<file path="config.mk">
export PLATFORM = sky130hd
export DESIGN_NAME = adc_sequencer
export DESIGN_NICKNAME = d
export VERILOG_FILES = /design/src/rtl/adc_seq_pkg.sv /design/src/rtl/adc_sequencer_rr_arbiter.sv /design/src/rtl/adc_sequencer.sv
export SDC_FILE = /design/constraint.sdc
export NUM_CORES = 1
export LEC_CHECK = 0
export BUFFER_PORTS_ARGS = -buffer_cell sky130_fd_sc_hd__buf_2
export CAP_MARGIN = 20
export CORE_ASPECT_RATIO = 2
export CORE_MARGIN = 3
export CORE_UTILIZATION = 50
export DETAILED_ROUTE_END_ITERATION = 8
export GPL_TIMING_DRIVEN = 0
export HOLD_SLACK_MARGIN = 0.05
export PLACE_DENSITY = 0.91
export SYNTH_ARGS = -nofsm -noshare
export SYNTH_HDL_FRONTEND = slang
export SYNTH_HIERARCHICAL = 1
export SYNTH_SLANG_ARGS = --single-unit
export TNS_END_PERCENT = 20
</file>
<file path="constraint.sdc">
create_clock -name clock -period 5.48 [get_ports clock]
set_clock_uncertainty 0.2 [all_clocks]
set_input_delay 0.822 -clock clock [delete_from_list [all_inputs] [get_ports clock]]
set_output_delay 0.822 -clock clock [all_outputs]
set_load 0.03 [all_outputs]
</file>
<file path="src/rtl/adc_seq_pkg.sv">
// adc_seq_pkg: shared types and constants for the ADC conversion sequencer
package adc_seq_pkg;
  typedef enum logic [1:0] {S_IDLE, S_CMD, S_WAIT} state_t;
  localparam int CH_W = 5;
  localparam int DATA_W = 12;
  localparam logic [CH_W-1:0] CH_TEMP = 5'd17;
  function automatic int ptr_w(input int n);
    return (n > 1) ? $clog2(n) : 1;
  endfunction
endpackage

</file>
<file path="src/rtl/adc_sequencer_rr_arbiter.sv">
// rr_arbiter: round-robin arbiter, search starts one past the last granted requester
//   i_clk, i_rst : clock, asynchronous active-high reset
//   i_req        : request vector
//   i_en         : grant enable
//   o_grant      : one-hot grant, combinational
//   o_ptr        : index of the last granted requester
module rr_arbiter import adc_seq_pkg::*; #(
  parameter int NUM_REQ = 4,
  localparam int PW = ptr_w(NUM_REQ)
) (
  input  logic               i_clk,
  input  logic               i_rst,
  input  logic [NUM_REQ-1:0] i_req,
  input  logic               i_en,
  output logic [NUM_REQ-1:0] o_grant,
  output logic [PW-1:0]      o_ptr
);
  logic [PW-1:0] r_ptr;
  logic [PW-1:0] w_idx;
  logic [PW-1:0] w_j;
  logic          w_any;
  always_comb begin
    w_idx = r_ptr;
    w_j = r_ptr;
    w_any = 1'b0;
    o_grant = '0;
    for (int k = 1; k <= NUM_REQ; k++) begin
      w_j = PW'((int'(r_ptr) + k) % NUM_REQ);
      if (!w_any && i_req[w_j]) begin
        w_any = 1'b1;
        w_idx = w_j;
      end
    end
    o_grant[w_idx] = i_en && w_any;
  end
  // reset points at the last requester so requester 0 wins the first grant
  always_ff @(posedge i_clk or posedge i_rst)
    if (i_rst) r_ptr <= PW'(NUM_REQ - 1);
    else if (i_en && w_any) r_ptr <= w_idx;
  assign o_ptr = r_ptr;
endmodule

</file>
<file path="src/rtl/adc_sequencer.sv">
// adc_sequencer: shares one modular ADC among NUM_REQ requesters, one conversion at a time
//   clock, reset                       : clock, asynchronous active-high reset
//   req_valid/req_channel/req_ready    : per-requester request, 5-bit channel each, one-hot accept pulse
//   rsp_valid/rsp_data/rsp_timeout     : one-hot result pulse, 12-bit data, abort flag
//   cmd_valid/cmd_channel/cmd_sop/eop  : ADC command stream, cmd_ready backpressure
//   adc_rsp_valid/channel/data         : ADC response stream
//   busy                               : high whenever a conversion is in flight
module adc_sequencer import adc_seq_pkg::*; #(
  parameter int NUM_REQ = 4,
  parameter int TIMEOUT = 1023
) (
  input  logic                    clock,
  input  logic                    reset,
  input  logic [NUM_REQ-1:0]      req_valid,
  input  logic [CH_W*NUM_REQ-1:0] req_channel,
  output logic [NUM_REQ-1:0]      req_ready,
  output logic [NUM_REQ-1:0]      rsp_valid,
  output logic [DATA_W-1:0]       rsp_data,
  output logic                    rsp_timeout,
  output logic                    cmd_valid,
  output logic [CH_W-1:0]         cmd_channel,
  output logic                    cmd_sop,
  output logic                    cmd_eop,
  input  logic                    cmd_ready,
  input  logic                    adc_rsp_valid,
  input  logic [CH_W-1:0]         adc_rsp_channel,
  input  logic [DATA_W-1:0]       adc_rsp_data,
  output logic                    busy
);
  localparam int TW = $clog2(TIMEOUT + 1);
  localparam int PW = ptr_w(NUM_REQ);
  state_t             r_state, w_next;
  logic [CH_W-1:0]    r_ch, w_ch;
  logic [TW-1:0]      r_timer;
  logic [NUM_REQ-1:0] r_rsp_valid, w_grant, w_onehot;
  logic [DATA_W-1:0]  r_rsp_data;
  logic               r_rsp_timeout, w_en, w_match, w_done;
  logic [PW-1:0]      w_ptr;
  // no grant while the previous result is still being presented
  assign w_en = (r_state == S_IDLE) && !(|r_rsp_valid) && !reset;
  rr_arbiter #(.NUM_REQ(NUM_REQ)) u_arb (
    .i_clk(clock), .i_rst(reset), .i_req(req_valid), .i_en(w_en),
    .o_grant(w_grant), .o_ptr(w_ptr)
  );
  always_comb begin
    w_ch = '0;
    for (int i = 0; i < NUM_REQ; i++) w_ch = w_grant[i] ? req_channel[i*CH_W +: CH_W] : w_ch;
    // the pointer only moves on a grant, so it names the owner of the conversion in flight
    w_onehot = '0;
    w_onehot[w_ptr] = 1'b1;
    w_match = adc_rsp_valid && (adc_rsp_channel == r_ch);
    // the timer reaches TIMEOUT on the cycle it would increment from TIMEOUT-1
    w_done = (r_state == S_WAIT) && (w_match || r_timer == TW'(TIMEOUT - 1));
    w_next = (r_state == S_IDLE) ? (|w_grant ? S_CMD : S_IDLE) :
             (r_state == S_CMD)  ? (cmd_ready ? S_WAIT : S_CMD) :
             (w_done ? S_IDLE : S_WAIT);
    req_ready = w_grant;
    cmd_valid = r_state == S_CMD;
    cmd_sop = cmd_valid;
    cmd_eop = cmd_valid;
    cmd_channel = cmd_valid ? r_ch : '0;
    busy = r_state != S_IDLE;
  end
  always_ff @(posedge clock or posedge reset)
    if (reset) begin
      r_state <= S_IDLE;
      r_ch <= '0;
      r_timer <= '0;
      r_rsp_valid <= '0;
      r_rsp_data <= '0;
      r_rsp_timeout <= 1'b0;
    end else begin
      r_state <= w_next;
      r_ch <= |w_grant ? w_ch : r_ch;
      r_timer <= (r_state == S_WAIT) ? TW'(r_timer + 1'b1) : '0;
      r_rsp_valid <= w_done ? w_onehot : '0;
      r_rsp_data <= (w_done && w_match) ? adc_rsp_data : '0;
      r_rsp_timeout <= w_done && !w_match;
    end
  assign rsp_valid = r_rsp_valid;
  assign rsp_data = r_rsp_data;
  assign rsp_timeout = r_rsp_timeout;
endmodule
</file>
# Yosys cells after proc, flatten, opt, wreduce, memory -nomap -nowiden
# Index checks and enable logic that the tools add are counted.
classes:
  addsub: 5
  magnitude_cmp: 8
  eq_ne: 4
  muxes: 33
  bitwise_logic: 1
  reduce_logical: 23
op_table:
  columns: ["op", "n"]
  rows:
  - ["$mux 5", 5]
  - ["$lt 2x3->1 const B", 6]
  - ["$mux 2", 8]
  - ["$logic_and 1x1->1", 12]
  - ["$mux 12", 1]
  - ["$mux 1", 11]
  - ["$add 10x1->10 const B", 1]
  - ["$eq 10x10->1 const B", 1]
  - ["$mux 10", 1]
  - ["$bmux 1 s2", 4]
  - ["$reduce_or 4->1", 2]
  - ["$logic_not 1->1", 6]
  - ["$eq 5x5->1", 1]
  - ["$add 2x1->2 const B", 2]
  - ["$add 2x2->2 const B", 2]
  - ["$and 4x4->4", 1]
  - ["$demux 1 s2", 2]
  - ["$ge 2x1->1 const B", 2]
  - ["$mux 4", 1]
  - ["$eq 2x1->1 const B", 1]
  - ["$eq 2x2->1 const B", 1]
  - ["$logic_not 2->1", 1]
  - ["$reduce_bool 2->1", 1]
  - ["$logic_or 1x1->1", 1]
word_totals:
  regBits: 36
  output_inout_bits: 30

# Logic depth before layout (Yosys ltp)
# Gate-level depths: netlist of the first run.
depth:
  depth_word: 22
  ltp_mapped: 9
  mapped_depth_nobuf: 8

# Cells and area by module
# The synthesis of the first run kept the hierarchy.
modules_own_cells:
  columns: ["mod", "instances", "cells_per_inst", "area_each_um2", "seq_area_each_um2"]
  rows:
  - ["adc_sequencer", 1, 138, 1542.7, 850.8]
  - ["rr_arbiter", 1, 27, 236.5, 52.6]

# Worst setup path after synthesis of the first run
# Ideal clock, no wire load.
synth_path:
  path_kind: "reg-to-reg"
  startpoint: "register r_rsp_valid[1], in the netlist rsp_valid[1]"
  endpoint: "register r_ch[0]"
  setup_time_ps: 126
  t_arrival_ps: 3289
  path_slack_ps: 1864
  path_stages_with_launch: 9
  path_buffers: 0
  synth_period_minus_slack_ps: 3616
  cell_sequence: "dfrtp_1 -> or4_1 -> nor3_1 -> o41ai_1 -> nor3_1 -> nor2b_1 -> a221oi_1 -> nor3_1 -> a221o_1"
synth_via:
  elab_cells_between_ends: 11
  cone_classes: "mux: 4; bitwise: 1; reduce/logical: 6"
synth_rtl:
  columns: ["element", "line_no", "text"]
  rows:
  - ["from (decl)", "adc_sequencer.sv:35", "logic [NUM_REQ-1:0] r_rsp_valid, w_grant, w_onehot;"]
  - ["from (signal assigned)", "adc_sequencer.sv:76", "r_rsp_valid <= w_done ? w_onehot : '0;"]
  - ["$reduce_or 4->1 (*)", "adc_sequencer.sv:40", "assign w_en = (r_state == S_IDLE) && !(|r_rsp_valid) && !reset;"]
  - ["$logic_not 1->1 (*)", "adc_sequencer.sv:40", null]
  - ["$logic_and 1x1->1 (*) (2 in a row)", "adc_sequencer.sv:40", null]
  - ["via w_en", "adc_sequencer.sv:37", "logic r_rsp_timeout, w_en, w_match, w_done;"]
  - ["$logic_and 1x1->1 (*)", "adc_sequencer_rr_arbiter.sv:34", "o_grant[w_idx] = i_en && w_any;"]
  - ["$and 4x4->4 (no line) (*)", null, null]
  - ["via req_ready[1]", "adc_sequencer.sv:16", "output logic [NUM_REQ-1:0] req_ready,"]
  - ["$mux 5 (3 in a row)", "adc_sequencer.sv:47", "for (int i = 0; i < NUM_REQ; i++) w_ch = w_grant[i] ? req_channel[i*CH_W +: CH_W] : w_ch;"]
  - ["to (signal assigned)", "adc_sequencer.sv:74", "r_ch <= |w_grant ? w_ch : r_ch;"]
  - ["to (decl)", "adc_sequencer.sv:33", "logic [CH_W-1:0] r_ch, w_ch;"]
# Mark *: on every way through the listed nets, which the timed path passes. The rest lies on a longest branch.
# A chain may end at the register's enable or synchronous reset.

# Worst setup path in the final report of the first run
layout_path:
  startpoint: "register r_rsp_valid[1], in the netlist rsp_valid[1]"
  endpoint: "output req_ready[1]"
layout_via:
  elab_chain_cells: 6
layout_rtl:
  columns: ["element", "line_no"]
  rows:
  - ["$reduce_or 4->1", "adc_sequencer.sv:40"]
  - ["$logic_not 1->1", "adc_sequencer.sv:40"]
  - ["$logic_and 1x1->1 (2 in a row)", "adc_sequencer.sv:40"]
  - ["via w_en", "adc_sequencer.sv:37"]
  - ["$logic_and 1x1->1", "adc_sequencer_rr_arbiter.sv:34"]
  - ["$and 4x4->4 (no line)", null]
  - ["to (decl)", "adc_sequencer.sv:16"]
# The timed path passes the listed nets, and every way through them passes these cells.

==> reports/results.env, run 1 <==
FINALSETUPTNS_PS=0
ASYNCSETRESETFLOPFRACSYNTH=1.00
SYNTH-SEQ-CELLS=36
CTS_INSERTED_BUFFERS=5
WORST_PATH_LARGEST_CELL_DELAY_PS=750
DRT.ANTENNA.VIOLATING_NETS=0
TRITONCTS_CLOCK_TREE='done'
SYNTHESIZED_AREA_PER_CELL_UM2=10.8
SYNTH_FA_HA_AREA_FRAC=0.0141
SYNTH_SEQ_AREA_SHARE=0.508
DR.PASS1.ITERS=4
UNREPAIRED_SETUP_ENDPOINTS_AFTER_GLOBAL_ROUTING='false'
FIRST_GLOBAL_VIAS=1636
CLOCK_TREE.HTREE_LEVEL_COUNT=2
WORSTPATHBUFFERINVERTERCOUNT=1
NUMBER_OF_CELL_INSTANCES_ON_THE_WORST_REGISTER_TO_REGISTER_PATH=8
PIN_COUNT_OF_THE_BIGGEST_NET_ENTERING_GLOBAL_ROUTING=21
DIE-WIDTH_UM=48.2
NETS=294
TIMING.CRITICAL_PATH.REQUIRED_PS=4460
MAPPEDNETLISTAREA_UM2=1780
STATUS='finished, final reports clean'
IO_PINS=75
AREA_ENCLOSED_BY_THE_DIE_BOUNDARY_UM2=4350
HOLD_END='r_timer[0]'
IO_BUFFER_COUNT=74
CTSLONGESTPATHBUFFERS=2
HOLDCRITPATHCLASS='flip-flop to flip-flop'
FILL_CELL_INSTANCE_COUNT_OF_THE_FINAL_LAYOUT=271
STARTPOINT_CLASS_OF_THE_CRITICAL_PATH='flip-flop'
CLOCK.FMAX_GHz=0.270
FLOORPLAN.CORE_AREA_UM2=3420
MAXIMUM_FANOUT_ALONG_THE_WORST_PATH=8
ANTENNA_CELLS_INSERTED=0
VIAS_PER_CELL=5.13
WORST_EP_ARRIVAL_TIME_PS=2690
GRT_FIRST_PASS_WIRELENGTH_MM=6.61
YOSYSWARNINGS=6
INITIAL_CORE_UTIL=0.521
R2R-START='rsp_valid[1]'
PWR_DENSITY_CELL_nW_PER_UM2=380
TRITONCTS_NUM_SINKS=36
CRIT_PATH_END_KIND='primary output'
CTS.HOLD.BUFFERS_ADDED=0
REPORT.FINAL.SLEW_VIOL_COUNT=0
DRV.MAX_CAP_VIOLATION_COUNT=0
PATH_CLASS='flip-flop to primary output'
CLOCK_PIN_SLEW_WORST_SETUP_AND_HOLD_PATHS_PS=70
GRT_USAGE=0.204
SYNTH_COMPOUND_GATE_AREA_SHARE=0.105
SYNTH_EDF_COUNT=0
PATH_CELLS='or4_1, nor3_1, o41ai_1, nor3_1, buf_2'
SYNTH-XOR-AREA-SHARE=0.0591
CHIPHEIGHT_UM=90.4
R2R_END='r_ch[2]'
TIMING.CRITICAL_PATH.MODE_CELL='sky130_fd_sc_hd__nor3_1'
AREA.GROWTH.SYNTH_TO_FINAL_PCT=31.2
DETAILEDROUTE.FIRSTITERATIONVIOLATIONS=26
SYNTH-SIMPLE-AREA-SHARE=0.276
FINALHOLDVIOLCOUNT=0
CTS_ROOT_BUF='sky130_fd_sc_hd__clkbuf_8'
MAX_SLEW.WORST_PIN.SLEW_PS=879
POWER.STATIC_LEAKAGE_nW=1.21
POST_CTS.REPAIR.SETUP_BUFFERS=0
FIN_TOTAL_PWR_mW=0.886
WORST_HOLD_STARTPOINT='r_timer[0]'
PLACE.GP.CONGESTION=0.765
CPLARGESTDELAYFAMILY='simple AND/OR/NAND/NOR gates'
CTS_RESIZED=0
MAX_SLEW_MARGIN=0.409
MULTIPLEXER_AREA_FRACTION_AFTER_SYNTHESIS=0.00563
FLOORPLAN.ROWS=30
HOLD_WS_PS=317
POST_SYNTH_NET_TOTAL=212
TIMING.CRITICAL_PATH.SLOWEST_STAGE_CELL='sky130_fd_sc_hd__nor3_1'
DETAILED_PLACE_HPWL_MM=3.06
DRT_DRC_VIOLATIONS_LEFT=0
WORSTSKEWPAIRLATENCY_PS=290
GRT_ANTENNA_BEFORE_REPAIR=0
IRDROPWORSTVDD_mV=0.233
WL_PER_CELL_UM=12.7
HOLD_DEPTH=1
SYNTH_TOP_FAMILY_BY_AREA='simple AND/OR/NAND/NOR gates'
PERIOD_NEEDED_PS=3710
SYNTHDISTINCTLIBCELLS=42
LAYOUT.CELLS.MOST_COMMON='sky130_fd_sc_hd__buf_2'
ROUTED_WIRELENGTH_MM=3.75
LAYOUT.CELLS.MOST_COMMON_LIST='sky130_fd_sc_hd__buf_2 (75), sky130_fd_sc_hd__dfrtp_1 (34), sky130_fd_sc_hd__and2_1 (17)'
FIN_CRIT_SH=0.677
DRIVE_ABOVE_1_SHARE=0.391
SYNTH_FLOP_CELL='sky130_fd_sc_hd__dfrtp_1'
REGTOREGSETUPSLACK_PS=2190
SYNTHCELLS=165
SETUP_VIOL_COUNT_FINAL=0
DR_TOTAL_VIAS=1517
GLOBALROUTE.TOTALOVERFLOW=0
-- layer usage --
layer | global-route usage | part of all wire | vias to the layer above
li1 | - | - | 746
met1 | 0.206 | 0.35 | 711
met2 | 0.365 | 0.58 | 54
met3 | 0.0539 | 0.054 | 6
met4 | 0.0719 | 0.016 | 0
met5 | 0 | 0 | -
-- Yosys cell counts, types with 2 or more instances --
master | instances | area [um2]
sky130_fd_sc_hd__dfrtp_1 | 34 | 851
sky130_fd_sc_hd__and2_1 | 17 | 106
sky130_fd_sc_hd__nor2_1 | 14 | 52.6
sky130_fd_sc_hd__nor3_1 | 9 | 45.0
sky130_fd_sc_hd__nand2_1 | 8 | 30.0
sky130_fd_sc_hd__nor2b_1 | 7 | 43.8
sky130_fd_sc_hd__xnor2_1 | 6 | 52.6
sky130_fd_sc_hd__xor2_1 | 6 | 52.6
sky130_fd_sc_hd__a21oi_1 | 5 | 25.0
sky130_fd_sc_hd__a221o_1 | 5 | 50.1
sky130_fd_sc_hd__a221oi_1 | 5 | 43.8
sky130_fd_sc_hd__and4_1 | 4 | 35.0
sky130_fd_sc_hd__inv_1 | 4 | 15.0
sky130_fd_sc_hd__nand3_1 | 4 | 20.0
sky130_fd_sc_hd__clkbuf_1 | 3 | 11.3
sky130_fd_sc_hd__nand4_1 | 3 | 18.8
sky130_fd_sc_hd__and4b_1 | 2 | 20.0
sky130_fd_sc_hd__buf_4 | 2 | 15.0
sky130_fd_sc_hd__dfstp_2 | 2 | 52.6
sky130_fd_sc_hd__ha_1 | 2 | 25.0
sky130_fd_sc_hd__nand2b_1 | 2 | 12.5
-- power by group --
part	internal, mW	total [mW]	switching (mW)
combinational	0.141	0.321	0.180
sequential	0.318	0.366	0.0484
clock	0.103	0.199	0.0964
-- registers in the layout, summed over array words and instances (netlist names) --
register	count
r_state	2
r_ch	5
rsp_valid	4
rsp_data	12
rsp_timeout	1
u_arb/o_ptr	2
r_timer	10
-- cell type report --
type | count | area, um2 | area share
flip-flops and latches | 36 | 903 | 0.387
multi-input cells | 118 | 818 | 0.351
repair buffers | 75 | 398 | 0.171
clock buffers | 6 | 82.6 | 0.0354
well taps | 48 | 60.1 | 0.0257
plain buffers | 7 | 42.5 | 0.0182
inverters | 4 | 15.0 | 0.00643
clock inverters | 2 | 13.8 | 0.00590
-- logic make-up after synthesis --
logic type / count (synthesis)
simple gates: 81
flops: 36
compound gates: 22
xor+xnor: 12
buf+inv: 11
fa+ha+maj: 2
mux: 1
-- worst max path at each step --
stage	end	depth (start not counted)	slack, ps	from
2_1_floorplan	r_ch[0]	8	1860	rsp_valid[1]
3_3_place_gp	req_ready[1]	6	2030	req_valid[2]
3_5_place_dp	req_ready[1]	6	1990	req_valid[2]
4_1_cts	req_ready[1]	5	1750	rsp_valid[1]
5_1_grt	req_ready[1]	5	1410	rsp_valid[1]
6_report	req_ready[1]	5	1770	rsp_valid[1]
-- stage by stage --
stage | instance area [um2] | utilization | cells | setup WS (ps)
finish | 2330 | 0.683 | 296 | 1770
global route | 2330 | 0.683 | 296 | 1410
CTS | 2330 | 0.683 | 296 | 1750
detailed placement | 2240 | 0.655 | 288 | 1990
global placement | 2210 | 0.647 | 287 | 2030
floorplan | 1780 | - | 165 | 1860
No activity file was read; power rests on OpenSTA's default activity.
==> run 2, diff against run 1 <==
--- a/config.mk
+++ b/config.mk
@@ -9,11 +9,11 @@
 export CAP_MARGIN = 20
 export CORE_ASPECT_RATIO = 2
 export CORE_MARGIN = 3
-export CORE_UTILIZATION = 50
+export CORE_UTILIZATION = 43
 export DETAILED_ROUTE_END_ITERATION = 8
 export GPL_TIMING_DRIVEN = 0
 export HOLD_SLACK_MARGIN = 0.05
-export PLACE_DENSITY = 0.91
+export PLACE_DENSITY = 0.84
 export SYNTH_ARGS = -nofsm -noshare
 export SYNTH_HDL_FRONTEND = slang
 export SYNTH_HIERARCHICAL = 1
==> constraint.sdc (replaced) <==
create_clock -name clock -period 3.1 [get_ports clock]
set_clock_uncertainty 0.2 [all_clocks]
set_input_delay 0.465 -clock clock [delete_from_list [all_inputs] [get_ports clock]]
set_output_delay 0.465 -clock clock [all_outputs]
set_load 0.03 [all_outputs]
==> reports/results.env, run 2 (same netlist as run 1, synthesis figures left out) <==
FIN_TOTAL_PWR_mW=1.63  # +84%
DETAILEDROUTE.FIRSTITERATIONVIOLATIONS=37  # +42%
CLOCK_PIN_SLEW_WORST_SETUP_AND_HOLD_PATHS_PS=70  # about the same
GRT_FIRST_PASS_WIRELENGTH_MM=6.49  # -1.9%
LAYOUT.CELLS.MOST_COMMON_LIST='sky130_fd_sc_hd__buf_2 (75), sky130_fd_sc_hd__dfrtp_1 (34), sky130_fd_sc_hd__and2_1 (17)'
FLOORPLAN.ROWS=32  # +6.7%
GRT_ANTENNA_BEFORE_REPAIR=0  # unchanged
CLOCK.FMAX_GHz=0.340
FILL_CELL_INSTANCE_COUNT_OF_THE_FINAL_LAYOUT=374  # +38%
ROUTED_WIRELENGTH_MM=3.78  # +0.67%
DIE-WIDTH_UM=51.5  # +6.9%
STARTPOINT_CLASS_OF_THE_CRITICAL_PATH='flip-flop'
DETAILED_PLACE_HPWL_MM=3.17  # +3.5%
CTSLONGESTPATHBUFFERS=2  # unchanged
WL_PER_CELL_UM=12.6  # -0.68%
WORST_EP_ARRIVAL_TIME_PS=2270  # -420 ps
DRT.ANTENNA.VIOLATING_NETS=0  # unchanged
DRIVE_ABOVE_1_SHARE=0.394  # +0.00245
PATH_CLASS='flip-flop to primary output'
MAX_FFS_PER_REGISTER=12  # unchanged
GRT_USAGE=0.167  # -0.0377
LAYOUT.CELLS.MOST_COMMON='sky130_fd_sc_hd__buf_2'
R2R-START='rsp_valid[1]'
UNREPAIRED_SETUP_ENDPOINTS_AFTER_GLOBAL_ROUTING='false'
AREA_ENCLOSED_BY_THE_DIE_BOUNDARY_UM2=4990  # +15%
FINALSETUPTNS_PS=0  # unchanged
PLACE.GP.CONGESTION=0.768  # +0.44%
STARTPOINT='rsp_valid[1]'
DR.PASS1.ITERS=4  # unchanged
MAX_SLEW.WORST_PIN.SLEW_PS=882  # +2.62 ps
SETUP_VIOL_COUNT_FINAL=0  # unchanged
TIMING.CRITICAL_PATH.REQUIRED_PS=2430  # -2030 ps
PERIOD_NEEDED_PS=2940
INITIAL_CORE_UTIL=0.453  # -0.0674
ANTENNA_CELLS_INSERTED=0  # unchanged
TRITONCTS_CLOCK_TREE='done'
STATUS='finished, final reports clean'
WORST_HOLD_STARTPOINT='adc_rsp_data[8]'
DR_TOTAL_VIAS=1523  # +0.40%
MAX_SLEW_MARGIN=0.405  # -0.00493
WORSTSKEWPAIRLATENCY_PS=280  # about the same
PWR_DENSITY_CELL_nW_PER_UM2=689  # +81%
HOLDCRITPATHCLASS='primary input to flip-flop'
REPORT.FINAL.SLEW_VIOL_COUNT=0  # unchanged
POWER.STATIC_LEAKAGE_nW=1.22  # +0.51%
CTS_RESIZED=0  # unchanged
TRITONCTS_NUM_SINKS=36  # unchanged
GLOBALROUTE.TOTALOVERFLOW=0  # unchanged
FLOORPLAN.CORE_AREA_UM2=3920  # +15%
WORST_PATH_LARGEST_CELL_DELAY_PS=550  # -200 ps
CTS_ROOT_BUF='sky130_fd_sc_hd__clkbuf_8'
FIN_CRIT_SH=0.948
FINALHOLDVIOLCOUNT=0  # unchanged
NETS=295  # +0.34%
CLOCK_TREE.HTREE_LEVEL_COUNT=2  # unchanged
CTS_INSERTED_BUFFERS=5  # unchanged
MAXIMUM_FANOUT_ALONG_THE_WORST_PATH=8  # unchanged
TIMING.CRITICAL_PATH.SLOWEST_STAGE_CELL='sky130_fd_sc_hd__or4_1'
VIAS_PER_CELL=5.08  # -0.94%
IO_BUFFER_COUNT=74  # unchanged
AREA.GROWTH.SYNTH_TO_FINAL_PCT=32.7
CRIT_PATH_END_KIND='primary output'
FIN_WS_PS=161  # -1610 ps
CHIPHEIGHT_UM=97.0  # +7.3%
DP_SLACK_PS=236  # -1760 ps
FIRST_GLOBAL_VIAS=1542  # -5.7%
DRV.MAX_CAP_VIOLATION_COUNT=0  # unchanged
DRT_DRC_VIOLATIONS_LEFT=0  # unchanged
PATH_CELLS='or4_1, nor3_1, o41ai_1, nor3_4, buf_2'
HOLD_WS_PS=181  # -135 ps
PIN_COUNT_OF_THE_BIGGEST_NET_ENTERING_GLOBAL_ROUTING=22  # +4.8%
POST_CTS.REPAIR.SETUP_BUFFERS=0  # unchanged
IO_PINS=75  # unchanged
IRDROPWORSTVDD_mV=0.569  # +140%
[run 2: cell type report]
type / count / area (um2) / share of cell area
clock buffer: 5 / 68.8 / 0.0291
clock inverter: 3 / 42.5 / 0.0180
tap: 51 / 63.8 / 0.0270
inverter: 4 / 15.0 / 0.00636
timing repair buffer: 76 / 395 / 0.167
buffer: 7 / 42.5 / 0.0180
sequential: 36 / 903 / 0.383
multi-input combinational: 118 / 830 / 0.351
[run 2: worst max-delay path, delay by kind of cell, from the launching register on]
kind,cells,cell delay (ps)
and+or+nand+nor,3,1120
DFF,1,370
buffers and inverters,1,270
AOI/OAI and AO/OA,1,230
[run 2: timing repair]
item | CTS | global route
setup endpoints to repair | 0 | 4
endpoints found under the hold margin | 2 | 0
hold buffers | 1 | 0
[run 2: per-stage QoR]
stage,utilization,cells,instance area (um2)
finish,0.602,300,2360
global route,0.602,300,2360
CTS,0.602,300,2360
detailed placement,0.571,291,2240
global placement,0.567,290,2220
floorplan,-,165,1790
[run 2: power by group]
group          total (mW)  leakage, nW  internal [mW]  switching (mW)
registers           0.658        0.480          0.563          0.0954
logic               0.574        0.681          0.250           0.324
clock network       0.395       0.0541          0.238           0.157
[run 2: path summary, 6_finish.rpt]
kind | to | cells after the start | slack (ps)
min in group asynchronous | u_arb/o_ptr[0] | 3 | 580
worst max-delay path | req_ready[1] | 5 | 160
worst min-delay path | rsp_data[8] | 2 | 180
worst max register to register | r_ch[3] | 8 | 240
worst min register to register | r_timer[0] | 1 | 330
max in group asynchronous | r_timer[3] | 4 | 1460
[run 2: per-layer routing]
layer / share of wire / track usage / wire, um / vias to the layer above
li1: - / - / - / 748
met1: 0.33 / 0.159 / 1250 / 703
met2: 0.56 / 0.309 / 2120 / 58
met3: 0.062 / 0.0262 / 235 / 14
met4: 0.045 / 0.101 / 170 / 0
met5: 0 / 0 / 0 / -
